[config.mk]
export PLATFORM = sky130hd
export DESIGN_NAME = softmax_vec_packer
export DESIGN_NICKNAME = d
export VERILOG_FILES = /design/src/rtl/softmax_vec_packer.sv
export SDC_FILE = /design/constraint.sdc
export NUM_CORES = 2
export LEC_CHECK = 0
export ABC_CLOCK_PERIOD_IN_PS = 5300
export CAP_MARGIN = 0
export CORE_UTILIZATION = 50
export CTS_CLUSTER_SIZE = 28
export DETAILED_ROUTE_END_ITERATION = 8
export PLACE_DENSITY = 0.72
export SYNTH_ARGS = -nofsm -noshare
export SYNTH_HDL_FRONTEND = slang
export SYNTH_SLANG_ARGS = --single-unit
export TNS_END_PERCENT = 20
[constraint.sdc]
create_clock -name aclk -period 5.3 [get_ports aclk]
set_clock_uncertainty 0.1 [all_clocks]
set_input_delay 1.325 -clock aclk [delete_from_list [all_inputs] [get_ports aclk]]
set_output_delay 1.325 -clock aclk [all_outputs]
set_load 0.05 [all_outputs]
[src/rtl/softmax_vec_packer.sv]
// softmax_vec_packer: packs signed ELEM_W-bit logits into NUM_ELEM-lane vectors for the softmax input port.
// Define PACKER_PAD_EN to emit short vectors padded with the most-negative value instead of discarding them.
module softmax_vec_packer #(
  parameter int ELEM_W   = 8,
  parameter int NUM_ELEM = 65,
  parameter int VEC_W    = ELEM_W*NUM_ELEM,
  parameter int CNT_W    = $clog2(NUM_ELEM)
) (
  input  logic              aclk,
  input  logic              rst_n,
  input  logic [ELEM_W-1:0] s_axis_elem_tdata,
  input  logic              s_axis_elem_tvalid,
  input  logic              s_axis_elem_tlast,
  output logic              s_axis_elem_tready,
  output logic [VEC_W-1:0]  m_axis_softmax_data,
  output logic              m_axis_softmax_tvalid,
  input  logic              m_axis_softmax_tready,
  output logic              err_len
);
  typedef enum logic {FILL, HOLD} state_e;
  localparam logic [ELEM_W-1:0] PAD_VAL = {1'b1, {(ELEM_W-1){1'b0}}};
  state_e           state_q;
  logic [CNT_W-1:0] cnt_q;
  logic [VEC_W-1:0] asm_q, data_q, vec_d;
  logic             tvalid_q, err_q;
  logic             acc, last_lane, close, pad, drop, slot_free, load;
  always_comb begin
    acc       = s_axis_elem_tvalid && state_q == FILL;
    last_lane = cnt_q == CNT_W'(NUM_ELEM-1);
    slot_free = !tvalid_q || m_axis_softmax_tready;
`ifdef PACKER_PAD_EN
    close     = acc && (last_lane || s_axis_elem_tlast);
    pad       = close && !last_lane;
    drop      = 1'b0;
`else
    close     = acc && last_lane;
    pad       = 1'b0;
    drop      = acc && s_axis_elem_tlast && !last_lane;
`endif
    load      = slot_free && (close || state_q == HOLD);
  end
  // The vector seen at the accepting edge already contains the incoming lane (and padding above it).
  for (genvar g = 0; g < NUM_ELEM; g++) begin : g_lane
    assign vec_d[g*ELEM_W +: ELEM_W] = CNT_W'(g) == cnt_q ? s_axis_elem_tdata :
                                       pad && CNT_W'(g) > cnt_q ? PAD_VAL :
                                       asm_q[g*ELEM_W +: ELEM_W];
  end
  always_ff @(posedge aclk or negedge rst_n) begin
    if (!rst_n) begin
      state_q  <= FILL;
      cnt_q    <= '0;
      asm_q    <= '0;
      data_q   <= '0;
      tvalid_q <= 1'b0;
      err_q    <= 1'b0;
    end else begin
      if (acc) asm_q <= vec_d;
      if (load) data_q <= state_q == HOLD ? asm_q : vec_d;
      tvalid_q <= load || (tvalid_q && !m_axis_softmax_tready);
      cnt_q    <= (close || drop) ? '0 : acc ? cnt_q + 1'b1 : cnt_q;
      state_q  <= close && !slot_free ? HOLD : (state_q == HOLD && slot_free) ? FILL : state_q;
      err_q    <= acc && (s_axis_elem_tlast != last_lane);
    end
  end
  assign s_axis_elem_tready    = state_q == FILL;
  assign m_axis_softmax_data   = data_q;
  assign m_axis_softmax_tvalid = tvalid_q;
  assign err_len               = err_q;
endmodule
# ---- Word level (Yosys, flattened, before mapping)
# Cells that the tools add are included.
dict set report classes {
  reduce_logical 20
  addsub 1
  n_mux 70
  bitwise_logic 1
  eq_ne 66
}
# operator count
set ops {}
lappend ops {{2-to-1 mux 520 bit} 1}
lappend ops {{2-to-1 mux 8 bit} 65}
lappend ops {{equality test 6 x 7 -> 1 bit, first input constant} 32}
lappend ops {{equality test 5 x 7 -> 1 bit, first input constant} 16}
lappend ops {{equality test 4 x 7 -> 1 bit, first input constant} 8}
lappend ops {{equality test 3 x 7 -> 1 bit, first input constant} 4}
lappend ops {{equality test 2 x 7 -> 1 bit, first input constant} 2}
lappend ops {{2-to-1 mux 7 bit} 2}
lappend ops {{logical AND 1 bit} 9}
lappend ops {{adder 7 x 1 -> 7 bit, second input constant} 1}
lappend ops {{equality test 1 x 7 -> 1 bit, first input constant} 1}
lappend ops {{equality test 7 bit, first input constant} 1}
lappend ops {{equality test 7 bit, second input constant} 1}
lappend ops {{zero test 7 bit} 1}
lappend ops {{zero test 1 bit} 4}
lappend ops {{logical OR 1 bit} 4}
lappend ops {{nonzero test 2 bit} 2}
lappend ops {{2-to-1 mux 1 bit} 2}
lappend ops {{!= test 1 bit} 1}
lappend ops {{inverter 1 bit} 1}
dict set report word_totals {
  in_bits 13
  out_inout_bits 523
  regBits 1050
  elab_cells 164
}

# ---- Depth between registers and ports, before layout
dict set report logic_depth {
  ltp_word 6
  depth_mapped 10
  mapped_depth_nobuf 6
}

# ---- Worst setup path after synthesis
# Ideal clock, no wire load.
dict set report synth_timing {
  path_type {input port to flip-flop}
  startpoint {in s_axis_elem_tvalid}
  endpoint {reg asm_q[488]}
  setup_slack_ns 2.205
  required_ns 5.075
  stages 7
  arrival_ns 2.871
  setup_time_ns 0.125
  path_buffers 3
  cell_sequence {or3b_1 -> buf_2 -> or2_1 -> buf_2 -> buf_8 -> nor2_8 -> mux2_2}
}
dict set report synth_via {
  elab_chain_len 1
}
# item line
set synth_lines {}
lappend synth_lines {{from (decl)} 12} ;# input logic s_axis_elem_tvalid,
lappend synth_lines {{logical AND 1 bit} 28} ;# acc = s_axis_elem_tvalid && state_q == FILL;
lappend synth_lines {{to (signal assigned)} 57} ;# if (acc) asm_q <= vec_d;
lappend synth_lines {{to (decl)} 24} ;# logic [VEC_W-1:0] asm_q, data_q, vec_d;
# No other way between the ends.
# A chain may end at the register's enable or synchronous reset.

# ---- Worst setup path in the final report
dict set report layout_timing {
  startpoint {reg state_q}
  endpoint {out s_axis_elem_tready}
}
dict set report layout_via {
  elab_chain_len 1
}
# item line
set layout_lines {}
lappend layout_lines {{from (decl)} 22} ;# state_e state_q;
lappend layout_lines {{from (signal assigned)} 61} ;# state_q <= close && !slot_free ? HOLD : (state_q == HOLD && slot_free) ? FILL : state_q;
lappend layout_lines {{inverter 1 bit} 65} ;# assign s_axis_elem_tready = state_q == FILL;
lappend layout_lines {{to (decl)} 14} ;# output logic s_axis_elem_tready,
# No other way between the ends.

==> results.sh <==
export IMPL_status="finished clean"
export IMPL_r2r_end="m_axis_softmax_data[328]"
export IMPL_antenna_found_initial=2
export IMPL_fin_hold_ws_ps=386
export IMPL_leakage_nw=26.9
export IMPL_seq_area_frac_synth_pct=55.8
export IMPL_slew_violations=0
export IMPL_crit_fanout=14
export IMPL_cts_resized=0
export IMPL_synth_edff_count=0
export IMPL_fp_dieArea_um2=95500
export IMPL_ir_drop_mv=0.282
export IMPL_grt_max_degree=228
export IMPL_htreeDepth=3
export IMPL_cts_buffers=108
export IMPL_period_needed_ps=3760
export IMPL_hold_violations=0
export IMPL_syn_cell_area_um2=47100
export IMPL_overflow=0
export IMPL_final_cell_area_um2=57100
export IMPL_endpoint_kind="output port"
export IMPL_ys_flop_type="dfrtp_1"
export IMPL_max_slew_margin_rel_pct=17.7
export IMPL_vias=31107
export IMPL_worstRegToRegCells=8
export IMPL_r2r_start="cnt_q[0]"
export IMPL_crit_type="flop to output port"
export IMPL_regArea_um2=26300
export IMPL_portBuffers=535
export IMPL_synth_top_area_cell="dfrtp_1"
export IMPL_ys_warn_count=0
export IMPL_first_pass_iters=5
export IMPL_path_clk_slew_ps=60
export IMPL_dpl_cell_area_um2=53400
export IMPL_place_gp_congestion=0.772
export IMPL_cellPowerDensity_nw_per_um2=421
export IMPL_setup_viol=0
export IMPL_met1_length_um=55900
export IMPL_wl_met2_um=61700
export IMPL_synth_area_per_cell_um2=13.0
export IMPL_cts_tree="built"
export IMPL_yosys_area_top_type_share_pct=55.8
export IMPL_clock_sinks=1050
export IMPL_clock_latency_ps=690
export IMPL_finalCritPeriodShare_pct=71.0
export IMPL_tightest_slew_ps=1230
export IMPL_n_fill_cell=7541
export IMPL_syn2layout_area_growth_pct=21.1
export IMPL_grt_pass1_wl_um=194000
export IMPL_routed_top_layer="met5"
export IMPL_synth_seq_cells=1050
export IMPL_clockBufferDepth=3
export IMPL_post_cts_buffers=0
export IMPL_routedWlPerCell_um=24.2
export IMPL_async_flop_share_pct=100
export IMPL_chipWidth_um=309
export IMPL_critPathRequiredTime_ps=3880
export IMPL_ioPinCount=536
export IMPL_critPathArrivalTime_ps=2340
export IMPL_drive_above_1_share_pct=25.3
export IMPL_grt_pass1_vias=30461
export IMPL_crit_path_start_kind="flop"
export IMPL_tns_ps=0
export IMPL_min_delay_start="asm_q[468]"
export IMPL_layout_setup_ws_ps=1540
export IMPL_wl_met3_um=7560
export IMPL_grt_usage_pct=26.9
export IMPL_fmax_mhz=266
export IMPL_start_util_pct=50.5
export IMPL_dpl_hpwl_um=80400
export IMPL_drt_initial_drc_count=2491
export IMPL_max_cap_violations=0
export IMPL_syn_nets=3644
export IMPL_root_buffer="clkbuf_16"
export IMPL_syn_inst=3627
export IMPL_totalWireLength_um=129000
export IMPL_holdPathStages=1
export IMPL_yosys_top_cells_area="dfrtp_1 (56%), mux2_2 (14%), mux2i_1 (9.4%)"
export IMPL_antenna_left=0
export IMPL_n_antenna_cell=0
export IMPL_hold_class="flop to flop"
export IMPL_rrSetupSlack_ps=1800
export IMPL_vias_per_cell=5.84
export IMPL_dp_slack_ps=875
export IMPL_row_count=112
export IMPL_hold_buffers=0
export IMPL_drc=0
export IMPL_nets=4001
export IMPL_core_um2=93300
export IMPL_die_h_um=309
export IMPL_worstHoldEndpoint="asm_q[468]"
export IMPL_rsz0062_at_grt="false"
export IMPL_multiInputGateArea_um2=19400
export IMPL_ys_types=51
==> worst max-delay path by stage <==
stage | startpoint | to
after floorplan | s_axis_elem_tvalid | asm_q[488]
after global placement | s_axis_elem_tvalid | asm_q[263]
after detailed placement | s_axis_elem_tvalid | asm_q[277]
after CTS | state_q | s_axis_elem_tready
after global routing | state_q | s_axis_elem_tready
final | state_q | s_axis_elem_tready
==> sequential cells by signal, indices dropped and copies added (netlist names) <==
signal,count
state_q,1
m_axis_softmax_tvalid,1
asm_q,520
cnt_q,7
err_len,1
m_axis_softmax_data,520
==> cell type report <==
| class | count | share of cell area, % |
|---|---|---|
| clock buffers | 157 | 5.48 |
| clock inverters | 43 | 0.956 |
| inverters | 4 | 0.0263 |
| multi-input cells | 2218 | 34.1 |
| flip-flops and latches | 1050 | 46.0 |
| well taps | 1254 | 2.75 |
| repair buffers | 602 | 10.7 |
==> cells in the mapped netlist (3+ instances only) <==
master	number
dfrtp_1	1050
mux2_2	606
a21oi_1	443
a31oi_1	442
mux2i_1	441
clkbuf_1	288
mux2_4	48
nor2_8	40
nand2_1	39
buf_2	31
nand2_4	30
buf_1	26
mux2_1	24
nor2_2	16
nor2_1	11
and2_0	7
nand3b_4	7
nor2_4	7
and3_1	6
nand2_2	6
buf_6	4
ha_1	4
inv_1	4
buf_4	3
nand3_2	3
nor2b_1	3
nor3b_1	3
nor3b_2	3
xor2_1	3
==> metal layers <==
| layer | track usage, % | up-vias |
|---|---|---|
| met5 | 0 | - |
| met3 | 5.58 | 175 |
| met2 | 43.1 | 805 |
| li1 | - | 14100 |
| met1 | 36.6 | 16023 |
| met4 | 8.65 | 4 |
==> cell families after synthesis <==
family	Yosys count	share of synthesized area, %
buffers and inverters	359	3.11
XOR/XNOR	5	0.0929
AO/OA/AOI/OAI	888	10.6
multiplexers	1119	26.0
adder cells (fa/ha/maj)	4	0.106
AND/OR/NAND/NOR	202	4.37
flip-flops	1050	55.8
==> metrics by stage <==
step	instances	utilization (%)	power, W
3_3_place_gp	5128	57.2	0.0162
5_1_grt	5328	61.1	0.0249
4_1_cts	5328	61.1	0.0242
3_5_place_dp	5128	57.2	0.0163
6_report	5328	61.1	0.0240
2_1_floorplan	3627	-	0.0139
==> power by group <==
part / internal [W] / switching [W] / leakage [nW] / total (W)
Sequential: 0.00909 / 0.000734 / 14.0 / 0.00983
Clock: 0.00463 / 0.00321 / 1.81 / 0.00784
Combinational: 0.00211 / 0.00425 / 11.0 / 0.00636
==> cell usage in the layout, fill, tap and decap left out, types with 18 or more instances in the layout <==
master and instances:
dfrtp_1 1050, mux2_2 606, clkdlybuf4s50_1 526, a21oi_1 443, a31oi_1 442, mux2i_1 441, clkbuf_16 109, buf_4 52
mux2_4 48, nor2_8 40, nand2_1 38, nand2_4 31, clkbuf_1 26, mux2_1 24, clkinv_2 23, clkbuf_8 22
buf_12 18
==> worst max-delay path: stages, from the launching register on <==
cell	delay, ps
dfrtp_1	560
inv_1	160
clkdlybuf4s50_1	940
Power figures use the tool's default switching activity.
